===== src/rtl/shift_reg_seq.sv =====
// shift_reg_seq: multi-step shift register with a command interface.
// A command (LOAD, SLL, SRL, SRA, ROL, ROR) is accepted in IDLE on start.
// Shift commands then take one bit step per cycle for the latched count,
// and a one-cycle done pulse follows the final step.
//
// Optional feature macro: SHIFT_REG_SEQ_ROTATE_EN
//   defined   -> ROL (op 100) and ROR (op 101) are implemented
//   undefined -> ops 100/101 are illegal no-ops, and no rotate logic exists
//
// Ports:
//   clk        rising-edge clock
//   rst_n      asynchronous active-low reset
//   start      command request, accepted only in IDLE
//   op         000 LOAD, 001 SLL, 010 SRL, 011 SRA, 100 ROL, 101 ROR
//   amount     number of single-bit steps (clamped to WIDTH)
//   serial_in  fill bit for SLL/SRL, latched at accept
//   d          parallel load data
//   q          register contents (registered)
//   shift_out  bit expelled by the most recent step (registered)
//   busy       high while the FSM is not in IDLE (registered)
//   done       one-cycle completion pulse (registered)
module shift_reg_seq #(
  parameter int unsigned WIDTH = 8,
  parameter int unsigned CNT_W = $clog2(WIDTH + 1)
) (
  input  logic             clk,
  input  logic             rst_n,
  input  logic             start,
  input  logic [2:0]       op,
  input  logic [CNT_W-1:0] amount,
  input  logic             serial_in,
  input  logic [WIDTH-1:0] d,
  output logic [WIDTH-1:0] q,
  output logic             shift_out,
  output logic             busy,
  output logic             done
);

  localparam logic [2:0] OP_LOAD = 3'b000;
  localparam logic [2:0] OP_SLL  = 3'b001;
  localparam logic [2:0] OP_SRL  = 3'b010;
  localparam logic [2:0] OP_SRA  = 3'b011;
`ifdef SHIFT_REG_SEQ_ROTATE_EN
  localparam logic [2:0] OP_ROL  = 3'b100;
  localparam logic [2:0] OP_ROR  = 3'b101;
`endif

  localparam logic [CNT_W-1:0] CNT_MAX = CNT_W'(WIDTH);
  localparam logic [CNT_W-1:0] CNT_ONE = CNT_W'(1);

  typedef enum logic [1:0] {
    S_IDLE  = 2'd0,
    S_SHIFT = 2'd1,
    S_DONE  = 2'd2
  } state_t;

  state_t           state, state_nxt;
  logic [WIDTH-1:0] q_nxt;
  logic             shift_out_nxt;
  logic [CNT_W-1:0] count, count_nxt;
  logic [2:0]       op_r, op_nxt;
  logic             sin_r, sin_nxt;
  logic [CNT_W-1:0] amount_clamp_c;
  logic             shift_legal_c;

  // Clamp the requested step count to the register width.
  assign amount_clamp_c = (amount > CNT_MAX) ? CNT_MAX : amount;

  // Ops that run through the SHIFT state; anything else is a no-op.
  always_comb begin
    shift_legal_c = 1'b0;
    case (op)
      OP_SLL, OP_SRL, OP_SRA: shift_legal_c = 1'b1;
`ifdef SHIFT_REG_SEQ_ROTATE_EN
      OP_ROL, OP_ROR:         shift_legal_c = 1'b1;
`endif
      default:                shift_legal_c = 1'b0;
    endcase
  end

  // State register and datapath registers.
  always_ff @(posedge clk or negedge rst_n) begin
    if (!rst_n) begin
      state     <= S_IDLE;
      q         <= '0;
      shift_out <= 1'b0;
      count     <= '0;
      op_r      <= OP_LOAD;
      sin_r     <= 1'b0;
      busy      <= 1'b0;
      done      <= 1'b0;
    end else begin
      state     <= state_nxt;
      q         <= q_nxt;
      shift_out <= shift_out_nxt;
      count     <= count_nxt;
      op_r      <= op_nxt;
      sin_r     <= sin_nxt;
      // busy/done registered from the next state so they track the state exactly.
      busy      <= (state_nxt != S_IDLE);
      done      <= (state_nxt == S_DONE);
    end
  end

  // Next-state and datapath logic.
  always_comb begin
    state_nxt     = state;
    q_nxt         = q;
    shift_out_nxt = shift_out;
    count_nxt     = count;
    op_nxt        = op_r;
    sin_nxt       = sin_r;

    case (state)
      S_IDLE: begin
        if (start) begin
          op_nxt    = op;
          sin_nxt   = serial_in;
          count_nxt = amount_clamp_c;
          state_nxt = S_DONE;
          if (op == OP_LOAD) begin
            q_nxt         = d;
            shift_out_nxt = 1'b0;
          end else if (shift_legal_c && (amount_clamp_c != '0)) begin
            state_nxt = S_SHIFT;
          end
        end
      end

      S_SHIFT: begin
        case (op_r)
          OP_SLL: begin
            q_nxt         = {q[WIDTH-2:0], sin_r};
            shift_out_nxt = q[WIDTH-1];
          end
          OP_SRL: begin
            q_nxt         = {sin_r, q[WIDTH-1:1]};
            shift_out_nxt = q[0];
          end
          OP_SRA: begin
            q_nxt         = {q[WIDTH-1], q[WIDTH-1:1]};
            shift_out_nxt = q[0];
          end
`ifdef SHIFT_REG_SEQ_ROTATE_EN
          OP_ROL: begin
            q_nxt         = {q[WIDTH-2:0], q[WIDTH-1]};
            shift_out_nxt = q[WIDTH-1];
          end
          OP_ROR: begin
            q_nxt         = {q[0], q[WIDTH-1:1]};
            shift_out_nxt = q[0];
          end
`endif
          default: begin
            q_nxt         = q;
            shift_out_nxt = shift_out;
          end
        endcase
        count_nxt = count - CNT_ONE;
        // Leave after the step taken with count == 1 (<= guards a stray zero).
        if (count <= CNT_ONE) begin
          state_nxt = S_DONE;
        end
      end

      S_DONE: begin
        state_nxt = S_IDLE;
      end

      default: begin
        state_nxt = S_IDLE;
      end
    endcase
  end

endmodule


===== config.mk =====
export PLATFORM = sky130hd
export DESIGN_NAME = shift_reg_seq
export DESIGN_NICKNAME = d
export VERILOG_FILES = /design/src/rtl/shift_reg_seq.sv
export SDC_FILE = /design/constraint.sdc
export NUM_CORES = 1
export LEC_CHECK = 0
export ABC_AREA = 1
export ABC_CLOCK_PERIOD_IN_PS = 1580
export CORE_MARGIN = 2
export CORE_UTILIZATION = 40
export CTS_BUF_LIST = sky130_fd_sc_hd__clkbuf_8
export CTS_CLUSTER_SIZE = 28
export DETAILED_ROUTE_END_ITERATION = 8
export HOLD_SLACK_MARGIN = 0.06
export PLACE_DENSITY = 0.67
export SYNTH_ARGS = -nofsm -noshare
export SYNTH_HDL_FRONTEND = slang
export SYNTH_SLANG_ARGS = --single-unit

===== constraint.sdc =====
create_clock -name clk -period 1.58 [get_ports clk]
set_input_delay 0.395 -clock clk [delete_from_list [all_inputs] [get_ports clk]]
set_output_delay 0.395 -clock clk [all_outputs]
set_load 0.1 [all_outputs]

==> metrics.txt, run 1 <==
status=finished clean; RSZ-0062 raised after global routing=no; largest net degree at the start of global routing=22; Max clock buf depth=2; relative slew slack=78.2%; Worst-Margin Slew=324 ps; Arr. time, crit path=1530 ps; first-pass GRT wire length=5000 um; DRC viols=0; CTS Hold Bufs=0; drt total wl=2780 um; Final Setup Violations=0; vias in the first global route=1173; register area share after synthesis=43.0%; Setup CP Type=in -> reg; Layout Area Growth over Synthesis=41.7%; reg2reg setup slack=240 ps; Die Area=0.00351 sq mm; crit start category=primary input; clock-pin slew on the worst setup and hold paths=80 ps; syn nets=196; Placed Instances=240; crit-path max FO=8; Fmax=729 MHz; Synthesis Warnings=0; Vias per Instance=4.77; root buf cell=clkbuf_8; layout cells sized above 1=14.7%; Synth cell types=21; hold_ws=474 ps; Avg Cell Area, Syn=6.99 sq um; final-report hold violation count=0; Slew Limit Fails=0; skew final=4.23 ps; FF+latch count, synth=21; final worst path period need=1370 ps; gr usage total=18.4%; Initial Util=41.1%; Fill cells=290; Gate Count Post-Synth=175; antenna fix cells=0; Setup crit end kind=flop; clk_lat worst skew=260 ps; clk sink count=21; worst hold-check path type=in -> async; DPL Wire Length=2130 um; PostCTS Resize Cnt=0; CP Data Required Time=1740 ps; Core ar.=0.00298 sq mm; setup ws final=208 ps; Placer Congestion=0.768; Core Util, Final=58.2%; I/O Pins=30; Final period util=86.9%; pre-CTS setup slack=-57.9 ps; Nets=233; CTS H-Tree Depth=1; Die Ht=59.3 um; number of port buffers=29; First-pass DRT Iterations=4; initial antenna violation count=0; routed via count=1164; number of buffers created by CTS=3; Layout Cells excl Fill=244; final global-route overflow total=0; Die Width=59.3 um; number of routed nets with antenna violations=0; TritonCTS clock tree=done; FF-to-FF Start=op_r[2]; DRT iter0 DRCs=24; post-DR wirelength/cell=11.4 um; max_cap viols=0; FP Rows=20; crit path from=op[0]; Mapped Area=0.00122 sq mm; Post-CTS Setup Bufs=0
==> critical path, stage by stage <==
cell and delay (ps):
clkdlybuf4s50_1 420, nor2_1 150, nand2_1 70, nand2_1 100, nand3_2 210, nand2_1 120
nand2_1 50
==> stage by stage <==
stage / setup TNS (ps) / instance area, sq um
5_1_grt: 0 / 1730
6_report: 0 / 1730
3_3_place_gp: -174 / 1690
4_1_cts: 0 / 1730
3_5_place_dp: -412 / 1690
2_1_floorplan: 0 / 1220
==> final cells by class <==
cell class	count	area, sq um	share of cell area, %
Sequential cell	21	526	30.3
Clock inverter	1	5.00	0.289
Multi-Input combinational cell	131	594	34.3
Timing Repair Buffer	36	453	26.2
Clock buffer	3	41.3	2.38
Tap cell	33	41.3	2.38
Inverter	19	71.3	4.12
==> cells in the mapped netlist, drive strengths merged <==
cell,number,area [sq um]
nand2,81,319
dfrtp,21,526
inv,19,71.3
nor2,16,75.1
o21ai,14,70.1
nand3,12,65.1
buf,4,31.3
ha,2,25.0
nor3,2,10.0
a21oi,1,5.00
o211ai,1,7.51
o221ai,1,8.76
xnor2,1,8.76
==> final timing paths <==
| check | end | depth (start not counted) |
|---|---|---|
| setup / recovery | q[1] | 7 |
| max in group asynchronous | q[3] | 2 |
| hold / removal | count[3] | 2 |
| hold reg to reg | shift_out | 2 |
| setup reg to reg | q[1] | 8 |
| min in group clk | shift_out | 2 |
==> layer usage <==
layer / track usage [%] / up-vias / wire length (um)
met5: 0 / - / 0
met4: 5.84 / 0 / 10
met1: 24.7 / 531 / 1360
met2: 30.6 / 17 / 1310
met3: 2.40 / 2 / 103
li1: - / 614 / -
==> cell usage in the layout (no fill, tap or decap), types with 2 or more instances in the layout <==
master	n
buf_12	11
buf_4	7
clkbuf_8	3
clkdlybuf4s50_1	18
dfrtp_1	21
ha_1	2
inv_1	17
inv_2	2
nand2_1	77
nand2_2	3
nand3_1	11
nor2_1	14
nor2_4	2
nor3_1	2
o21ai_0	13
==> sequential cells by signal, indices dropped and copies added, names as in the netlist <==
signal and cells:
op_r 3, done 1, state 2, sin_r 1
count 4, q 8, busy 1, shift_out 1
==> cell families (layout without fill, tap and decap cells) <==
| family | Yosys count | after routing | synth area share, % |
|---|---|---|---|
| DFF | 21 | 21 | 43.0 |
| xor gates and xnor gates | 1 | 1 | 0.717 |
| adders and majority gates | 2 | 2 | 2.05 |
| AOI/OAI and AO/OA | 17 | 17 | 7.47 |
| and+or+nand+nor | 111 | 111 | 38.4 |
| buffers and inverters | 23 | 59 | 8.39 |
Power of run 1 is left out: the tool's default activity adds up to more than one toggle a clock period on the data nets, which glitch-free logic cannot reach.
==> inputs of run 2 (changes only) <==
--- a/config.mk
+++ b/config.mk
@@ -6,8 +6,8 @@
 export NUM_CORES = 1
 export LEC_CHECK = 0
 export ABC_AREA = 1
-export ABC_CLOCK_PERIOD_IN_PS = 1580
-export CORE_MARGIN = 2
+export ABC_CLOCK_PERIOD_IN_PS = 1700
+export CORE_MARGIN = 5
 export CORE_UTILIZATION = 40
 export CTS_BUF_LIST = sky130_fd_sc_hd__clkbuf_8
 export CTS_CLUSTER_SIZE = 28
==> constraint.sdc (replaced) <==
create_clock -name clk -period 1.7 [get_ports clk]
set_input_delay 0.425 -clock clk [delete_from_list [all_inputs] [get_ports clk]]
set_output_delay 0.425 -clock clk [all_outputs]
set_load 0.1 [all_outputs]
==> metrics.txt, run 2 (synthesized netlist as in run 1, its figures left out) <==
status=finished clean; Arr. time, crit path=1600 ps (+70 ps); Die Ht=65.3 um (+10%); Placed Instances=236 (-1.7%); routed via count=1131 (-2.8%); Layout Cells excl Fill=240 (-1.6%); DRC viols=0 (unchanged); DPL Wire Length=2120 um (-0.65%); max_cap viols=0 (unchanged); initial antenna violation count=0 (unchanged); Most flops, register=q; gr usage total=13.9% (-4.4 points); Vias per Instance=4.71 (-1.2%); most common cell after layout, fill and taps aside=nand2_1; Placer Congestion=0.873 (+14%); first-pass GRT wire length=4650 um (-6.9%); CTS H-Tree Depth=1 (unchanged); FP Rows=20 (unchanged); vias in the first global route=1067 (-9.0%); CTS Hold Bufs=0 (unchanged); Final Setup Violations=0 (unchanged); Slew Limit Fails=0 (unchanged); crit start category=primary input; grt met2 use=23.4% (-7.2 points); final worst path period need=1390 ps; number of routed nets with antenna violations=0 (unchanged); Die Area=0.00426 sq mm (+21%); largest net degree at the start of global routing=22 (unchanged); Setup crit end kind=flop; Fin Setup TNS=0 ps (unchanged); most frequent cells in the layout=77 x nand2_1, 21 x dfrtp_1, 18 x inv_1, 18 x clkdlybuf4s50_1, 14 x nor2_1; biggest regs=q: 8 flops, count: 4 flops, op_r: 3 flops; Fmax=720 MHz; PostCTS Resize Cnt=0 (unchanged); skew final=1.47 ps (-2.76 ps); number of port buffers=29 (unchanged); clk sink count=21 (unchanged); Die Width=65.3 um (+10%); met1 usage=16.8% (-7.9 points); Nets=229 (-1.7%); met3 Use GR=3.42% (+1.0 points); First-pass DRT Iterations=4 (unchanged); Layout Area Growth over Synthesis=39.1%; I/O Pins=30 (unchanged); relative slew slack=81.1% (+2.9 points); drt total wl=2800 um (+0.72%); crit-path max FO=8 (unchanged); root buf cell=clkbuf_8; final-report hold violation count=0 (unchanged); post-DR wirelength/cell=11.7 um (+2.4%); Core ar.=0.00300 sq mm (+0.84%); Initial Util=40.7% (-0.34 points); R2R depth=8 (unchanged); DRT iter0 DRCs=77 (+220%); antenna fix cells=0 (unchanged); clk_lat worst skew=260 ps (about the same); Post-CTS Setup Bufs=0 (unchanged); TritonCTS clock tree=done; final global-route overflow total=0 (unchanged); worst hold-check path type=in -> async; RSZ-0062 raised after global routing=no; Max clock buf depth=2 (unchanged); Worst-Margin Slew=284 ps (-40.3 ps); Final period util=81.7%; busiest layer in global routing=met2; Setup CP Type=in -> reg; clock-pin slew on the worst setup and hold paths=80 ps (about the same); layout cells sized above 1=12.6% (-2.1 points); Fill cells=293 (+1.0%); max FFs per register=8 (unchanged); number of buffers created by CTS=3 (unchanged); CP Data Required Time=1910 ps (+170 ps)
## run 2: final cells by class
cell class / count / area [sq um] / area share [%]
clock buffers: 3 / 41.3 / 2.43
repair buffers: 32 / 423 / 24.9
flip-flops and latches: 21 / 526 / 30.9
clock inverters: 1 / 3.75 / 0.221
well taps: 33 / 41.3 / 2.43
multi-input cells: 131 / 594 / 35.0
inverters: 19 / 71.3 / 4.19
## run 2: worst max-delay path: stages
cell             delay [ps]
clkdlybuf4s50_1         410
nor2_1                  150
nand2_1                  70
nand2_1                 110
nand2_2                  90
nor2_4                  190
nand2_1                  90
nand2_1                  70
## run 2: stage by stage
| step | hold slack, ps | util [%] | instance area (sq um) | setup slack (ps) |
|---|---|---|---|---|
| 6_report | 505 | 56.6 | 1700 | 311 |
| 5_1_grt | 537 | 56.6 | 1700 | 154 |
| 2_1_floorplan | 129 | - | 1220 | 224 |
| 4_1_cts | 514 | 56.6 | 1700 | 310 |
| 3_3_place_gp | 525 | 55.1 | 1660 | 65.2 |
| 3_5_place_dp | 535 | 55.1 | 1660 | 27.1 |
## run 2: metal layers
metal	vias to the layer above	share of wire, %
met1	496	46
met3	3	6.2
met2	30	47
met5	-	0
li1	602	-
met4	0	1.6
## run 2: final timing paths
check / from / end / slack [ps]
setup / recovery: op[0] / shift_out / 310
hold / removal: rst_n / q[3] / 500
setup reg to reg: op_r[2] / q[0] / 310
hold reg to reg: shift_out / shift_out / 540
max in group asynchronous: rst_n / done / 970
min in group clk: shift_out / shift_out / 540
Power of run 2 is left out for the same reason.
==> inputs of run 3 (changes only) <==
--- a/config.mk
+++ b/config.mk
@@ -6,14 +6,14 @@
 export NUM_CORES = 1
 export LEC_CHECK = 0
 export ABC_AREA = 1
-export ABC_CLOCK_PERIOD_IN_PS = 1700
+export ABC_CLOCK_PERIOD_IN_PS = 1150
 export CORE_MARGIN = 5
 export CORE_UTILIZATION = 40
 export CTS_BUF_LIST = sky130_fd_sc_hd__clkbuf_8
 export CTS_CLUSTER_SIZE = 28
 export DETAILED_ROUTE_END_ITERATION = 8
 export HOLD_SLACK_MARGIN = 0.06
-export PLACE_DENSITY = 0.67
+export PLACE_DENSITY = 0.69
 export SYNTH_ARGS = -nofsm -noshare
 export SYNTH_HDL_FRONTEND = slang
 export SYNTH_SLANG_ARGS = --single-unit
==> constraint.sdc (replaced) <==
create_clock -name clk -period 1.15 [get_ports clk]
set_input_delay 0.2875 -clock clk [delete_from_list [all_inputs] [get_ports clk]]
set_output_delay 0.2875 -clock clk [all_outputs]
set_load 0.1 [all_outputs]
==> metrics.txt, run 3 (synthesized netlist as in run 1, its figures left out) <==
first-pass GRT wire length=5580 um (+20%); Leakage=1.03 nW; initial antenna violation count=0 (unchanged); final-report hold violation count=0 (unchanged); largest net degree at the start of global routing=22 (unchanged); Crit-path slowest cell=dfrtp_4; buffers plus inverters on the worst setup path=1 (unchanged); most frequent cells in the layout=71 x nand2_1, 27 x buf_4, 14 x clkdlybuf4s50_1, 13 x inv_1, 12 x buf_12; clock-pin slew on the worst setup and hold paths=80 ps (about the same); biggest regs=q: 8 flops, count: 4 flops, op_r: 3 flops; routed via count=1313 (+16%); hold_ws=360 ps (-144 ps); VDD IR-drop max=1.60 mV; FP Rows=20 (unchanged); R2R depth=7 (-1); Nets=258 (+13%); TritonCTS clock tree=done; antenna fix cells=0 (unchanged); Initial Util=40.7% (unchanged); gr usage total=16.7% (+2.8 points); skew final=4.08 ps (+2.61 ps); Cell Area, Placed=0.00181 sq mm (+9.1%); Die Width=65.3 um (unchanged); clk_lat worst skew=260 ps (about the same); CP peak stage delay=500 ps (+90 ps); failing checks=negative setup slack; Layout Area Growth over Synthesis=68.3%; Core ar.=0.00300 sq mm (unchanged); drt total wl=3250 um (+16%); setup ws final=-68.2 ps (-379 ps); met3 Use GR=1.71% (-1.7 points); max_cap viols=0 (unchanged); I/O Pins=30 (unchanged); status=complete, but fails checks; Setup CP Type=reg -> out; clk sink count=21 (unchanged); RSZ-0062 raised after global routing=yes; CTS H-Tree Depth=1 (unchanged); Setup crit end kind=output pin; CP Data Required Time=860 ps (-1050 ps); number of routed nets with antenna violations=0 (unchanged); met1 usage=19.4% (+2.6 points); Placed Instances=252 (+6.8%); Placer Congestion=0.851 (-2.6%); vias in the first global route=1290 (+21%); Die Area=0.00426 sq mm (unchanged); max FFs per register=8 (unchanged); Most flops, register=q; worst-path cell chain=buf_12; Vias per Instance=4.88 (+3.6%); busiest layer in global routing=met2; crit-path max FO=2 (-6); Slew Limit Fails=0 (unchanged); Fin Setup TNS=-235 ps (-235 ps); Fill cells=246 (-16%); design area=0.00206 sq mm (+21%); Worst-Margin Slew=228 ps (-55.3 ps); Max clock buf depth=2 (unchanged); final worst path period need=1220 ps; First-pass DRT Iterations=4 (unchanged); layout cells sized above 1=36.9% (+24 points); number of port buffers=29 (unchanged); Fmax=821 MHz; Final Setup Violations=12 (+12); Die Ht=65.3 um (unchanged); Worst path top cell family by delay=flip-flops; Core Util, Final=68.5% (+12 points); pre-CTS setup slack=-408 ps (-435 ps); root buf cell=clkbuf_8; critical path depth=1 (-7); crit start category=flop; Final period util=106%; final global-route overflow total=0 (unchanged); most common cell after layout, fill and taps aside=nand2_1; Arr. time, crit path=930 ps (-670 ps); post-DR wirelength/cell=12.1 um (+3.7%); grt met2 use=30.8% (+7.5 points); number of buffers created by CTS=3 (unchanged); worst hold-check path type=in -> async; Power Density=3350 mW/mm^2; reg2reg setup slack=-40 ps (-350 ps); relative slew slack=84.7% (+3.7 points); Layout Cells excl Fill=269 (+12%); Tot Pwr=6.88 mW; DPL Wire Length=2380 um (+13%); DRT iter0 DRCs=57 (-26%); DRC viols=0 (unchanged)
==> run 3: changes by cell type in the layout (fill, tap and decap cells not counted), sizes merged <==
cell           delta
clkinv            +1
dlygate4sd2       +4
buf              +29
clkdlybuf4s50     -4
inv               -1
==> run 3: per-layer routing <==
metal,part of all wire [%],up-vias
li1,-,667
met1,40,615
met2,55,27
met3,3.4,4
met4,1.9,0
met5,0,-
==> run 3: final timing paths <==
path                                   to       from
worst min register to register  shift_out  shift_out
worst max register to register   count[2]   count[0]
min in group clk                  op_r[0]      op[0]
worst min-delay path              op_r[0]      rst_n
max in group asynchronous            q[2]      rst_n
worst max-delay path                 q[4]       q[4]
==> run 3: where the power goes <==
part           total (mW)  switching, mW  internal (mW)
combinational        4.92           2.92           2.00
sequential           1.47          0.319           1.15
clock               0.500          0.258          0.242
==> run 3: timing repair <==
item                                    4_1_cts  5_1_grt
buffers inserted                             11        0
hold buffers                                  0        0
endpoints found under the setup margin       23       31
gates resized for setup                      27       21
pin swaps                                    22        6
gates cloned                                  1        1
==> run 3: area by class of cell <==
| type | count | area, sq um | area share [%] |
|---|---|---|---|
| Clock buffer | 3 | 41.3 | 2.01 |
| Clock inverter | 1 | 5.00 | 0.243 |
| Inverter | 19 | 76.3 | 3.71 |
| Multi-Input combinational cell | 131 | 691 | 33.6 |
| Sequential cell | 21 | 546 | 26.5 |
| Tap cell | 33 | 41.3 | 2.01 |
| Timing Repair Buffer | 61 | 657 | 31.9 |
No activity file was read; power rests on OpenSTA's default activity.
